===== config.mk =====
export PLATFORM = sky130hd
export DESIGN_NAME = fpga_spi_regif
export DESIGN_NICKNAME = d
export VERILOG_FILES = /design/src/rtl/fpga_spi_regif.sv
export SDC_FILE = /design/constraint.sdc
export NUM_CORES = 1
export LEC_CHECK = 0
export CAP_MARGIN = 20
export CORE_AREA = 5 5 70 72
export CTS_CLUSTER_SIZE = 16
export DETAILED_ROUTE_END_ITERATION = 10
export DIE_AREA = 0 0 75 77
export PLACE_DENSITY = 0.76
export SKIP_CTS_REPAIR_TIMING = 1
export SYNTH_ARGS = -nofsm -noshare
export SYNTH_HDL_FRONTEND = slang
export SYNTH_SLANG_ARGS = --single-unit

===== constraint.sdc =====
create_clock -name clk -period 3.3 [get_ports clk]
set_clock_uncertainty 0.1 [all_clocks]
set_input_delay 0.495 -clock clk [delete_from_list [all_inputs] [get_ports clk]]
set_output_delay 0.495 -clock clk [all_outputs]
set_load 0.005 [all_outputs]

===== src/rtl/fpga_spi_regif.sv =====
// SPI mode-0 slave (LSB first) that turns opcode/address + data bytes into a
// single-cycle register bus with auto-incrementing address and read prefetch.
module fpga_spi_regif #(
  parameter int ADDR_WIDTH  = 7,
  parameter int SYNC_STAGES = 2
) (
  input  logic                  clk,
  input  logic                  nreset,
  input  logic                  spi_nss,
  input  logic                  spi_sck,
  input  logic                  spi_mosi,
  output logic                  spi_miso,
  output logic                  spi_miso_oe,
  output logic [ADDR_WIDTH-1:0] reg_addr,
  output logic [7:0]            reg_wdata,
  output logic                  reg_wr,
  output logic                  reg_rd,
  input  logic [7:0]            reg_rdata,
  output logic                  active
);

  typedef enum logic [1:0] {IDLE, OPCODE, WRITE, READ} state_t;

  state_t                 state;
  logic [SYNC_STAGES-1:0] nss_sync, sck_sync, mosi_sync;
  logic                   nss_prev, sck_prev;
  logic                   nss_s, sck_s, mosi_s;
  logic                   sck_rise, sck_fall, nss_fall, nss_rise;
  logic                   byte_done;
  logic [2:0]             bit_cnt;
  logic [6:0]             rx;
  logic [7:0]             rx_byte;
  logic [7:0]             tx;
  logic                   wr_pend, rd_pend;

  // NOTE: nss resets low on purpose so a chip select already held low when
  // reset releases never looks like a falling edge; it must go high first.
  always_ff @(posedge clk or negedge nreset) begin
    if (!nreset) begin
      nss_sync  <= '0;
      sck_sync  <= '0;
      mosi_sync <= '0;
      nss_prev  <= 1'b0;
      sck_prev  <= 1'b0;
    end else begin
      nss_sync  <= {nss_sync[SYNC_STAGES-2:0], spi_nss};
      sck_sync  <= {sck_sync[SYNC_STAGES-2:0], spi_sck};
      mosi_sync <= {mosi_sync[SYNC_STAGES-2:0], spi_mosi};
      nss_prev  <= nss_s;
      sck_prev  <= sck_s;
    end
  end

  assign nss_s     = nss_sync[SYNC_STAGES-1];
  assign sck_s     = sck_sync[SYNC_STAGES-1];
  assign mosi_s    = mosi_sync[SYNC_STAGES-1];
  assign sck_rise  = sck_s & ~sck_prev;
  assign sck_fall  = ~sck_s & sck_prev;
  assign nss_fall  = ~nss_s & nss_prev;
  assign nss_rise  = nss_s & ~nss_prev;
  assign byte_done = sck_rise && (bit_cnt == 3'd7);
  // Only seven bits are stored; the eighth arrives with the completing edge.
  assign rx_byte   = {mosi_s, rx};

  always_ff @(posedge clk or negedge nreset) begin
    if (!nreset) begin
      state       <= IDLE;
      bit_cnt     <= 3'd0;
      rx          <= '0;
      tx          <= '0;
      wr_pend     <= 1'b0;
      rd_pend     <= 1'b0;
      reg_wr      <= 1'b0;
      reg_rd      <= 1'b0;
      reg_addr    <= '0;
      reg_wdata   <= '0;
      active      <= 1'b0;
      spi_miso    <= 1'b0;
      spi_miso_oe <= 1'b0;
    end else begin
      // Strobes scheduled last cycle always issue, even across nss_rise.
      reg_wr  <= wr_pend;
      reg_rd  <= rd_pend;
      wr_pend <= 1'b0;
      rd_pend <= 1'b0;

      // A fall at count 0 would eat bit 0 of a freshly loaded byte.
      if (reg_rd)
        tx <= reg_rdata;
      else if (sck_fall && bit_cnt != 3'd0)
        tx <= {1'b0, tx[7:1]};

      if (state != IDLE && sck_rise) begin
        bit_cnt <= bit_cnt + 3'd1;
        rx      <= rx_byte[7:1];
      end

      if (reg_wr)
        reg_addr <= reg_addr + ADDR_WIDTH'(1);

      case (state)
        IDLE: begin
          if (nss_fall) begin
            state       <= OPCODE;
            bit_cnt     <= 3'd0;
            active      <= 1'b1;
            spi_miso_oe <= 1'b1;
            spi_miso    <= 1'b0;
          end
        end
        default: begin
          if (nss_rise) begin
            state       <= IDLE;
            active      <= 1'b0;
            spi_miso_oe <= 1'b0;
            spi_miso    <= 1'b0;
          end else begin
            spi_miso <= (state == READ) ? tx[0] : 1'b0;
            if (byte_done) begin
              case (state)
                OPCODE: begin
                  reg_addr <= rx_byte[ADDR_WIDTH-1:0];
                  state    <= rx_byte[7] ? WRITE : READ;
                  rd_pend  <= ~rx_byte[7];
                end
                WRITE: begin
                  reg_wdata <= rx_byte;
                  wr_pend   <= 1'b1;
                end
                READ: begin
                  reg_addr <= reg_addr + ADDR_WIDTH'(1);
                  rd_pend  <= 1'b1;
                end
                default: ;
              endcase
            end
          end
        end
      endcase
    end
  end

endmodule


# ---- Word level (Yosys, flattened, before mapping)
# Cells that the tools add are included.
dict set report word_totals {
  ff_bits 49
  input_bits 13
  output_inout_bits 20
  elab_cells 79
}
dict set report op_classes {
  addsub 2
  n_eq_ne 5
  muxes 31
  bitwise_logic 11
  n_reduce_logical 13
}
# cell count
set ops {}
lappend ops {{$mux 7} 4}
lappend ops {{$mux 8} 2}
lappend ops {{$mux 1} 15}
lappend ops {{$pmux 7 s2} 1}
lappend ops {{$mux 2} 5}
lappend ops {{$mux 3} 3}
lappend ops {{$reduce_bool 3->1} 3}
lappend ops {{$add 7x1->7 const B} 1}
lappend ops {{$not 1->1} 7}
lappend ops {{$reduce_bool 2->1} 3}
lappend ops {{$and 1x1->1} 4}
lappend ops {{$eq 2x2->1 const B} 2}
lappend ops {{$reduce_and 4->1} 1}
lappend ops {{$add 3x1->3 const B} 1}
lappend ops {{$eq 3x3->1 const B} 1}
lappend ops {{$logic_and 1x1->1} 3}
lappend ops {{$reduce_and 3->1} 1}
lappend ops {{$eq 2x1->1 const B} 1}
lappend ops {{$logic_not 2->1} 1}
lappend ops {{$ne 2x2->1 const B} 1}
lappend ops {{$pmux 1 s2} 1}
lappend ops {{$reduce_and 2->1} 1}

# ---- Logic depth before layout (Yosys ltp)
# Gate-level depths: netlist of run 1.
dict set report logic_depth {
  word_depth 6
  ltp_mapped 7
  depth_no_buf 6
}

# ---- Worst setup path after synthesis of run 1
# No wires, ideal clock.
dict set report synth_timing {
  path_type {register to register}
  startpoint {reg bit_cnt[0]}
  endpoint {reg reg_addr[4]}
  setup_ns 0.099
  arrival_ns 1.538
  required_ns 3.101
  setup_slack_ns 1.562
  path_stages_with_launch 8
  path_buffers 1
  synth_period_minus_slack_ns 1.738
  cell_sequence {dfrtp_1 -> ha_1 -> ha_1 -> and4b_1 -> buf_2 -> nand2_1 -> o21ai_0 -> a311oi_1}
}
dict set report synth_via {
  elab_chain_len 5
}
# item line
set synth_rtl {}
lappend synth_rtl {{start, declared} 30} ;# logic [2:0] bit_cnt;
lappend synth_rtl {{start signal, assigned} 94} ;# bit_cnt <= bit_cnt + 3'd1;
lappend synth_rtl {{$eq 3x3->1} 61} ;# assign byte_done = sck_rise && (bit_cnt == 3'd7);
lappend synth_rtl {{$logic_and 1x1->1} 61}
lappend synth_rtl {{$mux 7} 119} ;# if (byte_done) begin
lappend synth_rtl {{$mux 7} 112} ;# if (nss_rise) begin
lappend synth_rtl {{$mux 7} 101} ;# case (state)
lappend synth_rtl {{end signal, assigned} 99} ;# reg_addr <= reg_addr + ADDR_WIDTH'(1);
lappend synth_rtl {{end signal, assigned} 122} ;# reg_addr <= rx_byte[ADDR_WIDTH-1:0];
lappend synth_rtl {{end signal, assigned} 131} ;# reg_addr <= reg_addr + ADDR_WIDTH'(1);
lappend synth_rtl {{end, declared} 14} ;# output logic [ADDR_WIDTH-1:0] reg_addr,
# Every way passes these cells.
# A chain may end at the register's enable or synchronous reset.

# ---- Worst setup path after layout of run 1
dict set report layout_timing {
  startpoint {reg reg_rd}
  endpoint {out reg_rd}
}
# item line
set layout_rtl {}
lappend layout_rtl {{start, declared} 17} ;# output logic reg_rd,
lappend layout_rtl {{start signal, assigned} 83} ;# reg_rd <= rd_pend;
# No word-level cell between the ends.

==> reports/metrics.yaml, run 1 <==
floorplan:
  die_y_um: 77
  io_pins: 33
  start_util_pct: 50.0
  dieArea_mm2: 0.00578
  num_rows: 24
  core_mm2: 0.00423
  die_w_um: 75
critical_path:
  cp_max_fo: 17
  worstPathRequired_ps: 2700
  arrival_ps: 1480
  end_kind: "output port"
  r2r_setup_slack_ps: 1280
  critPathLaunch: "reg_rd"
  critPathTopFamily: "flip-flops"
  worstPathCellList: "clkdlybuf4s50_1"
  rr_endpoint: "reg_wdata[1]"
  reg2reg_depth: 3
  cpMaxStageDelayCell: "dfrtp_1"
  max_stage_delay_ps: 600
  worst-setup-path-type: "reg -> out"
  r2r_start: "state[1]"
  path_buf_inv: 1
  crit_path_start_kind: "register"
route:
  vias: 1426
  drt_wl_total_um: 3820
  via_per_inst: 5.38
  drt-initial-drc-count: 132
  first_pass_iters: 4
  antenna_left: 0
  avgRoutedWirePerCell_um: 14.4
  drc: 0
place:
  place_area_mm2: 0.00246
  gp_congestion: 0.826
  portBuffers: 32
  dpl.hpwl_um: 2790
timing:
  setup_violations: 0
  period_needed_ps: 2080
  tightestPinTransition_ps: 894
  fmax_mhz: 481
  setup_tns_ps: 0
  maxSlewHeadroom_pct: 40.3
  drv_slew: 0
  fin_crit_sh_pct: 62.9
  rsz0062_at_grt: "false"
  hold_viol_final: 0
power:
  ir_worst_vdd_v: 0.000362
  p_per_area_mw_per_mm2: 522
  p_leak_nw: 1.17
final_layout:
  stdcell_area_mm2: 0.00258
  drive_above_1_share_pct: 14.1
  flow.area_growth_from_synthesis_pct: 22.0
  layout_commonest_cell: "dfrtp_1"
  antennaDiodeCount: 0
  layout_common_cells: "49 x dfrtp_1, 31 x clkdlybuf4s50_1, 18 x mux2_2"
  fin_nets: 230
  nFillCells: 343
global_route:
  grtUsageTotal_pct: 14.5
  grt_pass1_vias: 1385
  grt_max_degree: 50
  grt_first_pass_wirelength_um: 6510
  grt-ovfl-total: 0
  antenna_found_initial: 0
cts:
  cts_tree: "yes"
  path_clk_slew_ps: 80
  cts_buffers: 5
  htree_levels: 2
  cts_buffer_depth: 2
  cts_root_buf: "clkbuf_8"
  clock_sinks: 49
  clk_latency_ps: 300
synthesis:
  yosysTopAreaCellShare_pct: 58.0
  yosysWarnings: 0
  synthTopCellsByArea: "dfrtp_1 58%, mux2_2 9.6%, mux2i_1 4.3%"
  synth_nets: 197
  yosysTopAreaCell: "dfrtp_1"
  synth.avg_cell_area_um2: 11.8
  ys_types: 34
  ys_seq_area_share_pct: 58.0
  synthCells: 180
  syn-cell-area_mm2: 0.00212
  yosys_register_bits: 49
min_path:
  hold_path.class: "in -> async"
outcome:
  status: "finished clean"
flow_run:
  drv_cap: 0
cells in the mapped netlist, drive strengths merged:
library cell	n
o22ai	3
a21oi	9
buf	7
nor2	13
nand4b	1
a31oi	2
a211oi	1
nand3b	1
nand4	1
or3	2
a221oi	1
ha	4
nor2b	4
nor4	1
a311oi	1
o31ai	1
xnor2	1
and3	1
nor3	1
mux2	18
a22o	1
nand3	6
o21ai	14
nand2b	4
nand2	14
dfrtp	49
and4b	1
mux2i	9
xor2	2
a21o	1
inv	6
power by group:
part	total [W]	internal, W	switching [W]
Clock	0.000404	0.000220	0.000184
Sequential	0.000769	0.000690	0.0000791
Combinational	0.000174	0.000102	0.0000720
Total	0.00135	0.00101	0.000335
final cells by class:
| class | count | area [µm²] | area share [%] |
|---|---|---|---|
| repair buffers | 33 | 335 | 13.0 |
| clock inverters | 2 | 35.0 | 1.36 |
| well taps | 52 | 65.1 | 2.52 |
| multi-input cells | 118 | 828 | 32.1 |
| flip-flops and latches | 49 | 1230 | 47.5 |
| clock buffers | 5 | 68.8 | 2.67 |
| inverters | 6 | 22.5 | 0.873 |
how the worst max path moves through the flow:
stage                   end  slack (ps)  cells past startpoint
6_report             reg_rd        1220                      1
5_1_grt              reg_rd        1120                      1
4_1_cts              reg_rd        1200                      1
3_5_place_dp   reg_wdata[1]        1300                      3
3_3_place_gp   reg_wdata[3]        1340                      3
2_1_floorplan   reg_addr[4]        1560                      7
per-stage QoR:
step | power [W] | setup slack [ps] | hold slack, ps | util [%] | cells
2_1_floorplan | 0.000877 | 1560 | 99.4 | - | 180
3_3_place_gp | 0.000945 | 1340 | 232 | 58.0 | 257
3_5_place_dp | 0.000957 | 1300 | 236 | 58.0 | 257
4_1_cts | 0.00136 | 1200 | 255 | 60.5 | 264
5_1_grt | 0.00142 | 1120 | 103 | 61.0 | 265
6_report | 0.00135 | 1220 | 57.1 | 61.0 | 265
routing by layer:
| layer | vias to the layer above | wire, µm | GRT usage [%] |
|---|---|---|---|
| met5 | - | 0 | 0 |
| met4 | 0 | 63 | 4.80 |
| met3 | 6 | 185 | 4.18 |
| met2 | 30 | 1820 | 21.3 |
| met1 | 692 | 1760 | 20.4 |
| li1 | 698 | - | - |
registers in the layout, indices dropped and copies added, names as in the netlist:
name,count
spi_miso,1
bit_cnt,3
reg_addr,7
nss_sync,2
reg_rd,1
reg_wr,1
sck_prev,1
rx,7
nss_prev,1
reg_wdata,8
rd_pend,1
active,1
mosi_sync,2
tx,8
wr_pend,1
sck_sync,2
state,2
cell families after synthesis:
kind of cell               count (synthesis)  share of synthesized area (%)
and+or+nand+nor                           50                           12.5
DFF                                       49                           58.0
AOI/OAI and AO/OA                         34                           9.23
muxes                                     27                           13.8
buffers and inverters                     13                           2.90
adders and majority gates                  4                           2.37
xor gates and xnor gates                   3                           1.24
No activity file was read; power rests on OpenSTA's default activity.
==> run 2: changes to the inputs <==
==> constraint.sdc (replaced) <==
create_clock -name clk -period 2 [get_ports clk]
set_clock_uncertainty 0.1 [all_clocks]
set_input_delay 0.3 -clock clk [delete_from_list [all_inputs] [get_ports clk]]
set_output_delay 0.3 -clock clk [all_outputs]
set_load 0.005 [all_outputs]
==> reports/metrics.yaml, run 2 (same netlist as run 1, synthesis figures left out) <==
outcome:
  status: "finished with violations"
  violations: "negative hold slack"
global_route:
  grt_pass1_vias: 1472
  grt_first_pass_wirelength_um: 6580
  antenna_found_initial: 0
  grtUsageTotal_pct: 14.5
  grt_max_degree: 50
  grt-ovfl-total: 0
cts:
  clock_sinks: 49
  path_clk_slew_ps: 90
  htree_levels: 2
  cts_root_buf: "clkbuf_8"
  cts_buffer_depth: 2
  cts_buffers: 5
  clk_latency_ps: 310
  cts_tree: "yes"
critical_path:
  r2r_start: "bit_cnt[0]"
  worst-setup-path-type: "reg -> reg"
  rr_endpoint: "reg_addr[4]"
  end_kind: "register"
  reg2reg_depth: 6
  worstPathRequired_ps: 2080
  cpMaxStageDelayCell: "dfrtp_1"
  max_stage_delay_ps: 390
  crit_path_start_kind: "register"
  worstPathCellList: "ha_1 -> ha_1 -> and4b_1 -> nand2_1 -> o21ai_1 -> a311oi_1"
  cp_max_fo: 6
  cpMostUsedCell: "ha_1"
  arrival_ps: 1900
  r2r_setup_slack_ps: 190
timing:
  drv_slew: 0
  holdWs_ps: -26.1
  fin_crit_sh_pct: 90.7
  setup_violations: 0
  setup_tns_ps: 0
  hold_viol_final: 43
  fmax_mhz: 551
  maxSlewHeadroom_pct: 60.6
  postLayoutSetupSlackWorst_ps: 186
  period_needed_ps: 1810
  rsz0062_at_grt: "false"
  tightestPinTransition_ps: 591
final_layout:
  drive_above_1_share_pct: 15.2
  fin_nets: 234
  layout_commonest_cell: "dfrtp_1"
  layout_common_cells: "49 x dfrtp_1, 31 x clkdlybuf4s50_1, 18 x mux2_2"
  reg_top3: "reg_wdata x8, tx x8"
  nFillCells: 340
  flow.area_growth_from_synthesis_pct: 22.0
  multi_input_area_um2: 828
  final-seq-area_mm2: 0.00123
  antennaDiodeCount: 0
floorplan:
  io_pins: 33
  start_util_pct: 50.0
  die_w_um: 75
  die_y_um: 77
  num_rows: 24
  core_mm2: 0.00423
  dieArea_mm2: 0.00578
route:
  via_per_inst: 5.50
  vias: 1479
  drc: 0
  first_pass_iters: 4
  drt_wl_total_um: 3890
  antenna_left: 0
  drt-initial-drc-count: 113
  avgRoutedWirePerCell_um: 14.5
power:
  ir_worst_vdd_v: 0.000422
  power_frac_clock_pct: 27.2
  p_sw_share_pct: 26.0
  p_leak_nw: 1.18
  p_per_area_mw_per_mm2: 828
  pwr-share-seq_pct: 59.2
  switching_power_w: 0.000556
  combPwrFrac_pct: 13.5
  p_int_w: 0.00158
place:
  gp_congestion: 0.853
  dpl.hpwl_um: 2760
  dp_slack_ps: 67.3
  portBuffers: 32
min_path:
  hold_path.class: "in -> async"
flow_run:
  drv_cap: 0
-- run 2: cell type report --
cell class	count	area share, %
inverters	6	0.873
flip-flops and latches	49	47.5
well taps	52	2.52
multi-input cells	118	32.1
repair buffers	37	13.7
clock buffers	7	3.34
-- run 2: worst max-delay path: cells and delay by family (launching register included) --
family | cells | cell delay (ps)
AO/OA/AOI/OAI | 2 | 430
AND/OR/NAND/NOR | 2 | 430
flip-flops | 1 | 390
adder cells (fa/ha/maj) | 2 | 350
-- run 2: worst max-delay path by stage --
stage,from,to,slack (ps),cells past startpoint
2_1_floorplan,bit_cnt[0],reg_addr[4],260,7
5_1_grt,bit_cnt[0],reg_addr[4],70,6
3_3_place_gp,bit_cnt[0],reg_addr[4],190,6
3_5_place_dp,bit_cnt[0],reg_addr[4],70,6
4_1_cts,bit_cnt[0],reg_addr[4],70,6
6_report,bit_cnt[0],reg_addr[4],190,6
-- run 2: per-layer routing --
| metal | vias up | wire length (µm) | GRT usage (%) |
|---|---|---|---|
| met2 | 35 | 1780 | 21.5 |
| met3 | 10 | 215 | 4.31 |
| met5 | - | 0 | 0 |
| li1 | 701 | - | - |
| met1 | 733 | 1800 | 19.6 |
| met4 | 0 | 95 | 6.05 |
-- run 2: power by group through the flow --
stage          Clock, W  Sequential [W]  Combinational [W]
3_3_place_gp          0         0.00127           0.000285
4_1_cts        0.000594         0.00126           0.000296
5_1_grt        0.000627         0.00128           0.000331
2_1_floorplan         0         0.00124           0.000211
3_5_place_dp          0         0.00128           0.000294
6_report       0.000582         0.00127           0.000289
-- run 2: per-stage QoR --
stage | cells | utilization (%) | total power [W] | hold slack, ps | cell area [µm²]
after floorplan | 180 | - | 0.00145 | -95.6 | 2120
after global placement | 262 | 58.9 | 0.00156 | 233 | 2490
after detailed placement | 262 | 58.9 | 0.00158 | 236 | 2490
after CTS | 269 | 61.0 | 0.00215 | 7.63 | 2580
after global routing | 269 | 61.0 | 0.00224 | 49.4 | 2580
final | 269 | 61.0 | 0.00214 | -26.1 | 2580
==> run 3: changes to the inputs <==
--- a/config.mk
+++ b/config.mk
@@ -5,12 +5,12 @@
 export SDC_FILE = /design/constraint.sdc
 export NUM_CORES = 1
 export LEC_CHECK = 0
-export CAP_MARGIN = 20
-export CORE_AREA = 5 5 70 72
+export ABC_AREA = 1
+export CORE_AREA = 5 5 71 73
 export CTS_CLUSTER_SIZE = 16
 export DETAILED_ROUTE_END_ITERATION = 10
-export DIE_AREA = 0 0 75 77
-export PLACE_DENSITY = 0.76
+export DIE_AREA = 0 0 76 78
+export PLACE_DENSITY = 0.77
 export SKIP_CTS_REPAIR_TIMING = 1
 export SYNTH_ARGS = -nofsm -noshare
 export SYNTH_HDL_FRONTEND = slang
==> reports/metrics.yaml, run 3 <==
critical_path:
  reg2reg_depth: 7
  worst-setup-path-type: "reg -> out"
  end_kind: "output port"
  cp_max_fo: 11
  max_stage_delay_ps: 580
  arrival_ps: 1450
  path_depth: 1
  worstPathCellList: "clkdlybuf4s50_1"
  critPathTopFamily: "flip-flops"
  worstPathRequired_ps: 1600
  cpMaxStageDelayCell: "dfrtp_1"
  crit_path_start_kind: "register"
  path_buf_inv: 1
synthesis:
  synthTopCellsByArea: "dfrtp_1 55%, nand2_1 14%, nand3_1 6.5%"
  synthFlopType: "dfrtp_1"
  synth_mux_area_share_pct: 0.449
  ys_types: 25
  synth_async_sr_flop_share_pct: 100
  synth_edf_count: 0
  synth-simple-area-share_pct: 25.0
  synth_compound_area_share_pct: 10.3
  netlist_top_cells_count: "81 x nand2_1, 49 x dfrtp_1, 29 x nand3_1"
  yosysTopAreaCell: "dfrtp_1"
  ys_seq_area_share_pct: 55.0
  synth_top_family_by_area: "simple AND/OR/NAND/NOR gates"
  yosysWarnings: 0
  yosysTopAreaCellShare_pct: 55.0
  synthCells: 255
  syn-cell-area_mm2: 0.00223
  synth.avg_cell_area_um2: 8.75
  yosys_register_bits: 49
  synth.most_common_cell: "nand2_1"
  synth_nets: 272
  synth_fa_ha_area_share_pct: 2.24
  synthXorXnorAreaFrac_pct: 0.785
timing:
  fin_crit_sh_pct: 92.5
  tightestPinTransition_ps: 522
  drv_slew: 0
  period_needed_ps: 1850
  setup_violations: 0
  setup_tns_ps: 0
  rsz0062_at_grt: "false"
  postLayoutSetupSlackWorst_ps: 150
  fmax_mhz: 541
  hold_viol_final: 0
  maxSlewHeadroom_pct: 65.1
route:
  via_per_inst: 5.12
  drc: 0
  drt_wl_total_um: 4400
  drt-initial-drc-count: 100
  first_pass_iters: 4
  avgRoutedWirePerCell_um: 12.7
  vias: 1777
  antenna_left: 0
floorplan:
  io_pins: 33
  start_util_pct: 52.0
  dieArea_mm2: 0.00593
  die_y_um: 78
  core_mm2: 0.00429
  num_rows: 24
  die_w_um: 76
global_route:
  grt_max_degree: 22
  grt_pass1_vias: 1683
  grt-ovfl-total: 0
  grt_first_pass_wirelength_um: 7650
  antenna_found_initial: 0
  grtUsageTotal_pct: 15.7
final_layout:
  layout_common_cells: "81 x nand2_1, 49 x dfrtp_1, 31 x clkdlybuf4s50_1"
  stdcell_area_mm2: 0.00270
  flow.area_growth_from_synthesis_pct: 21.2
  antennaDiodeCount: 0
  nFillCells: 371
  layout_commonest_cell: "nand2_1"
  fin_nets: 311
  fin_cells: 347
  drive_above_1_share_pct: 8.47
  multi_input_area_um2: 865
  final_util_pct: 63.0
  final-seq-area_mm2: 0.00123
  reg_top3: "reg_wdata x8, tx x8"
cts:
  cts_buffers: 5
  cts_tree: "yes"
  clock_sinks: 49
  cts_root_buf: "clkbuf_8"
  htree_levels: 2
  cts_buffer_depth: 2
  path_clk_slew_ps: 80
  clk_latency_ps: 300
place:
  placedCellCount: 338
  place_area_mm2: 0.00261
  dp_slack_ps: 329
  portBuffers: 32
  dpl.hpwl_um: 3250
  gp_congestion: 0.864
power:
  ir_worst_vdd_v: 0.000650
  p_per_area_mw_per_mm2: 1070
  p_leak_nw: 1.31
outcome:
  status: "finished clean"
min_path:
  min_path_cells: 0
  hold_path.class: "reg -> reg"
flow_run:
  drv_cap: 0
==> run 3: cell count changes after synthesis, sizes merged, moves of 2 or more <==
cell and change:
nand3 +24, o22ai -2, a21oi -5, mux2 -18, a31oi -2, or3 -2, nand2 +69, nand2b -4
o21bai +2, o21ai +16, buf -3, inv +23, mux2i -8, nor2b -4
==> run 3: worst reg2reg max path, delay by kind of cell (launching register included) <==
family          cells  cell delay, ps
simple gates        4             720
compound gates      1              60
flops               1             370
fa+ha+maj           2             310
==> run 3: path summary, 6_finish.rpt <==
path / slack, ps / end / startpoint
max: 150 / reg_wr / reg_wr
min: 250 / reg_wr / wr_pend
max reg2reg: 340 / reg_wdata[4] / bit_cnt[0]
min reg2reg: 250 / reg_wr / wr_pend
max in group asynchronous: 850 / rx[6] / nreset
min in group asynchronous: 390 / reg_wdata[3] / nreset
==> run 3: cell families after synthesis <==
kind of cell | Yosys count
AO/OA/AOI/OAI | 38
XOR/XNOR | 2
adder cells (fa/ha/maj) | 4
buffers and inverters | 34
flip-flops | 49
multiplexers | 1
AND/OR/NAND/NOR | 127
==> run 3: metal layers <==
metal / track usage (%) / vias to the layer above / part of all wire [%]
met3: 3.70 / 12 / 4.6
li1: - / 895 / -
met1: 20.9 / 832 / 46
met2: 23.6 / 38 / 47
met5: 0 / - / 0
met4: 8.54 / 0 / 2.6
==> run 3: where the power goes <==
group	leakage, nW	internal, W	switching (W)
registers	0.647	0.00122	0.000211
logic	0.622	0.000390	0.000516
clock network	0.0385	0.000248	0.000313
total	1.31	0.00186	0.00104
==> run 3: metrics by stage <==
| step | power [W] | hold slack, ps |
|---|---|---|
| after detailed placement | 0.00236 | 172 |
| after global routing | 0.00313 | 261 |
| after global placement | 0.00231 | 168 |
| after CTS | 0.00292 | -159 |
| after floorplan | 0.00200 | -95.6 |
| final | 0.00290 | 254 |
==> run 3: final cells by class <==
type	instances	area share [%]
Clock buffer	7	2.82
Clock inverter	1	0.278
Inverter	29	4.03
Multi-Input combinational cell	172	32.0
Sequential cell	49	45.3
Tap cell	52	2.41
Timing Repair Buffer	37	13.1
